==> config.mk <==
export PLATFORM = sky130hd
export DESIGN_NAME = clock_phase_gen
export DESIGN_NICKNAME = d
export VERILOG_FILES = /design/src/rtl/clock_phase_gen_pkg.sv /design/src/rtl/clock_phase_slice.sv /design/src/rtl/clock_phase_gen.sv
export SDC_FILE = /design/constraint.sdc
export NUM_CORES = 1
export LEC_CHECK = 0
export ABC_AREA = 1
export BUFFER_PORTS_ARGS = -buffer_cell sky130_fd_sc_hd__buf_2
export CAP_MARGIN = 0
export CORE_MARGIN = 5
export CORE_UTILIZATION = 25
export DETAILED_ROUTE_END_ITERATION = 8
export PLACE_DENSITY = 0.51
export SYNTH_ARGS = -nofsm -noshare
export SYNTH_HDL_FRONTEND = slang
export SYNTH_SLANG_ARGS = --single-unit
==> constraint.sdc <==
create_clock -name clk -period 3.49 [get_ports clk]
set_clock_uncertainty 0.2 [all_clocks]
set_input_delay 0.698 -clock clk [delete_from_list [all_inputs] [get_ports clk]]
set_output_delay 0.698 -clock clk [all_outputs]
set_load 0.05 [all_outputs]
==> src/rtl/clock_phase_gen_pkg.sv <==
`default_nettype none
// ============================================================================
// Module      : clock_phase_gen_pkg
// Description : Shared types and helpers for the multi-phase clock generator:
//               FSM state encoding, minimum divide ratio and the clamp
//               functions applied when a new configuration is captured.
// Revision    : 1.0 - initial release
// ============================================================================
package clock_phase_gen_pkg;

    // Smallest divide ratio that still produces a high and a low half-period.
    localparam int unsigned MIN_DIV = 2;

    // Generator state: IDLE holds everything at zero, SYNC runs the first
    // period of a configuration, RUN is the steady locked state.
    typedef enum logic [1:0] {
        IDLE = 2'd0,
        SYNC = 2'd1,
        RUN  = 2'd2
    } state_e;

    // Raise a requested divide ratio to at least MIN_DIV.
    function automatic int unsigned clamp_div(input int unsigned value);
        return (value < MIN_DIV) ? MIN_DIV : value;
    endfunction

    // Keep a phase offset inside the period of an already clamped ratio.
    function automatic int unsigned clamp_phase(input int unsigned value,
                                                input int unsigned limit);
        return (value >= limit) ? (limit - 1) : value;
    endfunction

endpackage
`default_nettype wire

==> src/rtl/clock_phase_slice.sv <==
`default_nettype none
// ============================================================================
// Module      : clock_phase_slice
// Description : One phase output of clock_phase_gen. Computes
//               ((cnt - phase) mod div) < div/2 without a divider, registers
//               the result as ph_clk and optionally emits a rise strobe.
// Options     : CLOCK_PHASE_GEN_PULSE_EN builds the rise-strobe register;
//               without it ph_pulse is tied low.
// Revision    : 1.0 - initial release
// ============================================================================
module clock_phase_slice
    import clock_phase_gen_pkg::*;
#(
    parameter int CNT_W = 8
) (
    input  logic             clk,
    input  logic             rst_n,
    input  logic             run,
    input  logic [CNT_W-1:0] cnt,
    input  logic [CNT_W-1:0] div,
    input  logic [CNT_W-1:0] phase,
    output logic             ph_clk,
    output logic             ph_pulse
);

    logic [CNT_W:0] diff_w;
    logic [CNT_W:0] dist_w;
    logic           ph_clk_d;
    logic           ph_clk_q;

    // Modular distance from the phase origin; both operands are below div,
    // so one conditional add of div brings a negative difference back in range.
    always_comb begin
        diff_w   = {1'b0, cnt} - {1'b0, phase};
        dist_w   = diff_w;
        if (diff_w[CNT_W]) begin
            dist_w = diff_w + {1'b0, div};
        end
        ph_clk_d = run && (dist_w < {1'b0, (div >> 1)});
    end

    // Phase output register; zero whenever the generator is not running.
    always_ff @(posedge clk or negedge rst_n) begin
        if (!rst_n) begin
            ph_clk_q <= 1'b0;
        end else begin
            ph_clk_q <= ph_clk_d;
        end
    end

    assign ph_clk = ph_clk_q;

`ifdef CLOCK_PHASE_GEN_PULSE_EN
    logic ph_pulse_d;
    logic ph_pulse_q;

    // A rise is the next registered value high while the current one is low.
    always_comb begin
        ph_pulse_d = ph_clk_d && !ph_clk_q;
    end

    // Strobe register, updated on the same edge that raises ph_clk.
    always_ff @(posedge clk or negedge rst_n) begin
        if (!rst_n) begin
            ph_pulse_q <= 1'b0;
        end else begin
            ph_pulse_q <= ph_pulse_d;
        end
    end

    assign ph_pulse = ph_pulse_q;
`else
    assign ph_pulse = 1'b0;
`endif

endmodule
`default_nettype wire

==> src/rtl/clock_phase_gen.sv <==
`default_nettype none
// ============================================================================
// Module      : clock_phase_gen
// Description : Programmable multi-phase clock generator. Divides clk by a
//               runtime ratio and emits NUM_PH registered, phase-shifted
//               divided clocks. New settings arrive over a valid/ready
//               handshake into a shadow register and are applied only at a
//               period boundary (or immediately while idle).
// Options     : CLOCK_PHASE_GEN_PULSE_EN enables the per-phase rise strobes
//               on ph_pulse; otherwise ph_pulse is constant zero.
// Revision    : 1.0 - initial release
// ============================================================================
module clock_phase_gen
    import clock_phase_gen_pkg::*;
#(
    parameter int NUM_PH      = 4,
    parameter int CNT_W       = 8,
    parameter int DEFAULT_DIV = 8
) (
    input  logic                    clk,
    input  logic                    rst_n,
    input  logic                    en,
    input  logic                    cfg_valid,
    output logic                    cfg_ready,
    input  logic [CNT_W-1:0]        div_cfg,
    input  logic [NUM_PH*CNT_W-1:0] phase_cfg,
    output logic [NUM_PH-1:0]       ph_clk,
    output logic [NUM_PH-1:0]       ph_pulse,
    output logic                    locked
);

    localparam logic [CNT_W-1:0] c_cnt_one     = CNT_W'(1);
    localparam logic [CNT_W-1:0] c_default_div = CNT_W'(DEFAULT_DIV);
    localparam int               c_reset_step  = DEFAULT_DIV / NUM_PH;

    state_e                         state_q;
    state_e                         state_d;
    logic [CNT_W-1:0]               cnt_q;
    logic [CNT_W-1:0]               cnt_d;
    logic [CNT_W-1:0]               div_q;
    logic [CNT_W-1:0]               div_d;
    logic [NUM_PH-1:0][CNT_W-1:0]   phase_q;
    logic [NUM_PH-1:0][CNT_W-1:0]   phase_d;
    logic                           sh_valid_q;
    logic                           sh_valid_d;
    logic [CNT_W-1:0]               sh_div_q;
    logic [CNT_W-1:0]               sh_div_d;
    logic [NUM_PH-1:0][CNT_W-1:0]   sh_phase_q;
    logic [NUM_PH-1:0][CNT_W-1:0]   sh_phase_d;
    logic                           locked_q;
    logic                           locked_d;

    logic                           run_w;
    logic                           wrap_w;
    logic                           capture_w;
    logic                           apply_w;
    logic [CNT_W-1:0]               div_clamped_w;

    // Control strobes. A wrap is judged regardless of en so that an apply
    // landing on the same cycle en falls still completes.
    always_comb begin
        run_w     = (state_q != IDLE) && en;
        wrap_w    = (state_q != IDLE) && (cnt_q == div_q - c_cnt_one);
        capture_w = cfg_valid && !sh_valid_q;
        apply_w   = sh_valid_q && ((state_q == IDLE) || wrap_w);
    end

    // Shadow register: clamp at capture, empty again once applied. Capture
    // needs an empty shadow, so it never coincides with an apply and a
    // capture on a wrap cycle waits for the following wrap.
    always_comb begin
        sh_valid_d    = sh_valid_q;
        sh_div_d      = sh_div_q;
        sh_phase_d    = sh_phase_q;
        div_clamped_w = CNT_W'(clamp_div(32'(div_cfg)));
        if (capture_w) begin
            sh_valid_d = 1'b1;
            sh_div_d   = div_clamped_w;
            for (int i = 0; i < NUM_PH; i++) begin
                sh_phase_d[i] = CNT_W'(clamp_phase(32'(phase_cfg[i*CNT_W +: CNT_W]),
                                                   32'(div_clamped_w)));
            end
        end else if (apply_w) begin
            sh_valid_d = 1'b0;
        end
    end

    // Active configuration follows the shadow only on an apply.
    always_comb begin
        div_d   = div_q;
        phase_d = phase_q;
        if (apply_w) begin
            div_d   = sh_div_q;
            phase_d = sh_phase_q;
        end
    end

    // Divide counter: held at zero unless running, wraps after div-1.
    always_comb begin
        cnt_d = '0;
        if (run_w && !wrap_w) begin
            cnt_d = cnt_q + c_cnt_one;
        end
    end

    // Next state and lock flag. Any apply at a wrap restarts the SYNC period
    // so locked only reports a full period run under the active settings.
    always_comb begin
        state_d = state_q;
        if (!en) begin
            state_d = IDLE;
        end else begin
            case (state_q)
                IDLE: state_d = SYNC;
                SYNC: begin
                    if (wrap_w) begin
                        state_d = apply_w ? SYNC : RUN;
                    end
                end
                RUN: begin
                    if (apply_w) begin
                        state_d = SYNC;
                    end
                end
                default: state_d = IDLE;
            endcase
        end
        locked_d = (state_d == RUN);
    end

    // State, counter and configuration registers; reset discards any shadow.
    always_ff @(posedge clk or negedge rst_n) begin
        if (!rst_n) begin
            state_q    <= IDLE;
            cnt_q      <= '0;
            div_q      <= c_default_div;
            sh_valid_q <= 1'b0;
            sh_div_q   <= c_default_div;
            sh_phase_q <= '0;
            locked_q   <= 1'b0;
            for (int i = 0; i < NUM_PH; i++) begin
                phase_q[i] <= CNT_W'(i * c_reset_step);
            end
        end else begin
            state_q    <= state_d;
            cnt_q      <= cnt_d;
            div_q      <= div_d;
            phase_q    <= phase_d;
            sh_valid_q <= sh_valid_d;
            sh_div_q   <= sh_div_d;
            sh_phase_q <= sh_phase_d;
            locked_q   <= locked_d;
        end
    end

    assign cfg_ready = !sh_valid_q;
    assign locked    = locked_q;

    for (genvar g = 0; g < NUM_PH; g++) begin : g_slice
        clock_phase_slice #(
            .CNT_W (CNT_W)
        ) u_slice (
            .clk      (clk),
            .rst_n    (rst_n),
            .run      (run_w),
            .cnt      (cnt_q),
            .div      (div_q),
            .phase    (phase_q[g]),
            .ph_clk   (ph_clk[g]),
            .ph_pulse (ph_pulse[g])
        );
    end

endmodule
`default_nettype wire

==> impl_results.md <==
* Status: completed
* Via count at approximately 8300
* Chip width at between 150 and 200 um
* Final setup viols at 0
* Cells along the critical path: inv_1 -> ha_1 -> a21oi_1 -> nand2_1 -> buf_4 -> xor2_1 -> ha_1 -> a21oi_2 -> o21ai_1 -> nor2_1 -> nor2_1 -> o31ai_1 -> ha_1 -> a211oi_2 -> nand2_1 -> inv_1 -> nand2_1 -> nor2_1
* TritonRoute pass-1 iters at 5
* Fmax at between 200 and 300 MHz
* CTS buffer count at 9
* Post-synth top area share at 25.1%
* Kind of start point of the critical path: flop
* Wire per inst at between 10 and 15 um
* Worst-Margin Slew at 0.737 ns
* GPL Wtd Cong at ~0.87
* Area Growth Syn to Fin at 21.6%
* Syn Inst Count at 1274
* H-Tree Depth at 3
* Min-delay worst type: in2async
* Main synth FF type: dfrtp_1
* Rows at 69
* Endpoint type of the worst setup path: flop
* Tot GR Track Use at between 10% and 20%
* Final net count at about 1600
* Tmin final at 3.48 ns
* Vias/cell at between 4 and 5
* DP HPWL at between 20 and 25 mm
* Post-synth top cells: nand2_1, inv_1, ha_1
* DRT antenna net count at 0
* WS Path Type: reg2reg
* Synth top area cells: dfrtp_1, ha_1, nand2_1
* Synthesized area per cell at 7.05 sq um
* Unrepaired setup endpoints after global routing: true
* Crit share post-route at 99.6%
* Clock latency on the worst-skew pair at ~0.36 ns
* Critical path data arrival time at roughly 3.6 ns
* Clk root buf: clkbuf_16
* Critical path's top delay family: adder cells
* FFs w/ async S/R, synth at between 90% and 100%
* CP Buf/Inv Count at 3
* Synthesis-stage register bit count at 96
* CP Max Fanout at 4
* Core Region at around 35000 sq um
* Initial DRC Count at about 450
* Overall routed net length at ~26 mm
* Max Slew Vio Count at 0
* WHS at 0.0523 ns
* Post-route cell area at 10900 sq um
* Hold Buf Count CTS at 0
* Crit path max-delay cell type: dfstp_2
* CTS tree: built
* Die Y at about 200 um
* Die area at 39800 sq um
* Initial Utilization at 25.3%
* Final hold viol count at 0
* Synthesized cell area at 8980 sq um
* Rel. slew slack at between 50% and 60%
* Number of global-route vias before repair at just over 8000
* Port buffer count at between 40 and 50
* Clock transition at path regs at approximately 0.09 ns
* Register area share after synthesis at 26.8%
* EDFF count, synth at 0
* Global-route wire length before repair at about 43 mm
* Grt ovf at 0
* Critical Path RT at 3.59 ns
* Max-Cap Viols at 0
* Largest net degree at the start of global routing at 70
* Most numerous cell in the Yosys netlist: nand2_1
* IO Pins at 54
* Slowest stage delay, CP at 0.54 ns
* Yosys top cell by area: dfrtp_1
* Synth Warn # at 0
* Clk sink count at between 90 and 100
* Synth cell types at 40
* Initial antenna violation count at 0
* N_diodes at 0
* Setup TNS Final at 0 ns
* Share of cells above drive strength 1 at around 18%
* DR DRC count at 0
* CTS Buffer Depth at 2
* Dpl cell area at slightly above 10000 sq um
[placed cells by master (no fill, tap or decap), types with 4 or more instances in the layout]
cell         n
conb_1       4
fa_2         4
a211oi_2     4
a31oi_1      7
ha_2         5
nand3_2      5
clkbuf_16    9
ha_1       113
nor3_1      13
a21oi_2      9
inv_2       13
ha_4         9
nand2_1    390
and2_1       4
o21ai_0     40
buf_4       76
nand3b_1    12
xor2_1      17
dfstp_2      6
or2_2        8
dfrtp_1     87
a211oi_1     4
nand3_1     94
buf_2       48
nor2_1      43
xor2_2       5
inv_8        4
o21a_1       8
nand2_2     15
fa_1         4
a21oi_1     72
xnor2_1     21
nand4_1      9
inv_1      155
o21ai_1     24
[worst reg2reg max path, cell delays in order (launching register included)]
cell	delay, ns
dfstp_2	0.54
inv_1	0.04
ha_1	0.31
a21oi_1	0.16
nand2_1	0.12
buf_4	0.16
xor2_1	0.15
ha_1	0.36
a21oi_2	0.17
o21ai_1	0.09
nor2_1	0.10
nor2_1	0.07
o31ai_1	0.24
ha_1	0.30
a211oi_2	0.19
nand2_1	0.07
inv_1	0.05
nand2_1	0.04
nor2_1	0.07
[cells by family after synthesis]
logic type | after synthesis | synth area share, %
flops | 96 | 26.8
mux | 1 | 0.125
simple gates | 605 | 28.4
other cells | 1 | 0.0418
xor+xnor | 47 | 4.59
fa+ha+maj | 135 | 19.5
compound gates | 183 | 11.1
buf+inv | 206 | 9.48
[final timing paths]
check / start / to / slack (ns) / cells past startpoint
max in group asynchronous: rst_n / phase_q[9]$_DFFE_PN1P_ / 2.19 / 2
max reg2reg: phase_q[18]$_DFFE_PN1P_ / g_slice[2].u_slice.ph_clk$_DFF_PN0_ / 0.01 / 18
min reg2reg: phase_q[18]$_DFFE_PN1P_ / phase_q[18]$_DFFE_PN1P_ / 0.27 / 2
min: rst_n / g_slice[2].u_slice.ph_clk$_DFF_PN0_ / 0.05 / 1
max: phase_q[18]$_DFFE_PN1P_ / g_slice[2].u_slice.ph_clk$_DFF_PN0_ / 0.01 / 18
min in group clk: phase_q[18]$_DFFE_PN1P_ / phase_q[18]$_DFFE_PN1P_ / 0.27 / 2
[layout make-up]
cell class                      instances  area, sq um
Inverter                              169          638
Clock buffer                           10          239
Clock inverter                          6         62.6
Sequential cell                        96         2410
Fill cell                            3847        24600
Multi-Input combinational cell        975         6110
Timing Repair Buffer                  128          873
Tap cell                              461          577
[sequential cells by signal, summed over array words and instances, names as in the netlist]
name	flops
phase_q	32
sh_phase_q	32
cnt_q	8
div_q	8
sh_div_q	8
g_slice.u_slice.ph_clk	4
state_q	2
locked	1
sh_valid_q	1
[stage by stage]
step                instances  util, %  setup slack (ns)
CTS                      1832     29.6           -0.0266
finish                   1845     30.8            0.0132
floorplan                1277        -            0.0701
detailed placement       1816     28.5           -0.0901
global route             1845     30.8            -0.180
global placement         1816     28.5           -0.0640
[layer usage]
metal / global-route usage [%] / wire length (um)
met3: 2.21 / 1020
met1: 19.3 / 13300
met2: 20.9 / 11500
met4: 2.72 / 408
met5: 0 / 0
[repair_timing]
action / 4_1_cts / 5_1_grt
gates resized for setup: 17 / 69
setup endpoints to repair: 4 / 4
buffers inserted: 0 / 13
pin swaps: 3 / 52
Power is left out: the tool's default activity adds up to more than one toggle a clock period on the data nets, which glitch-free logic cannot reach.
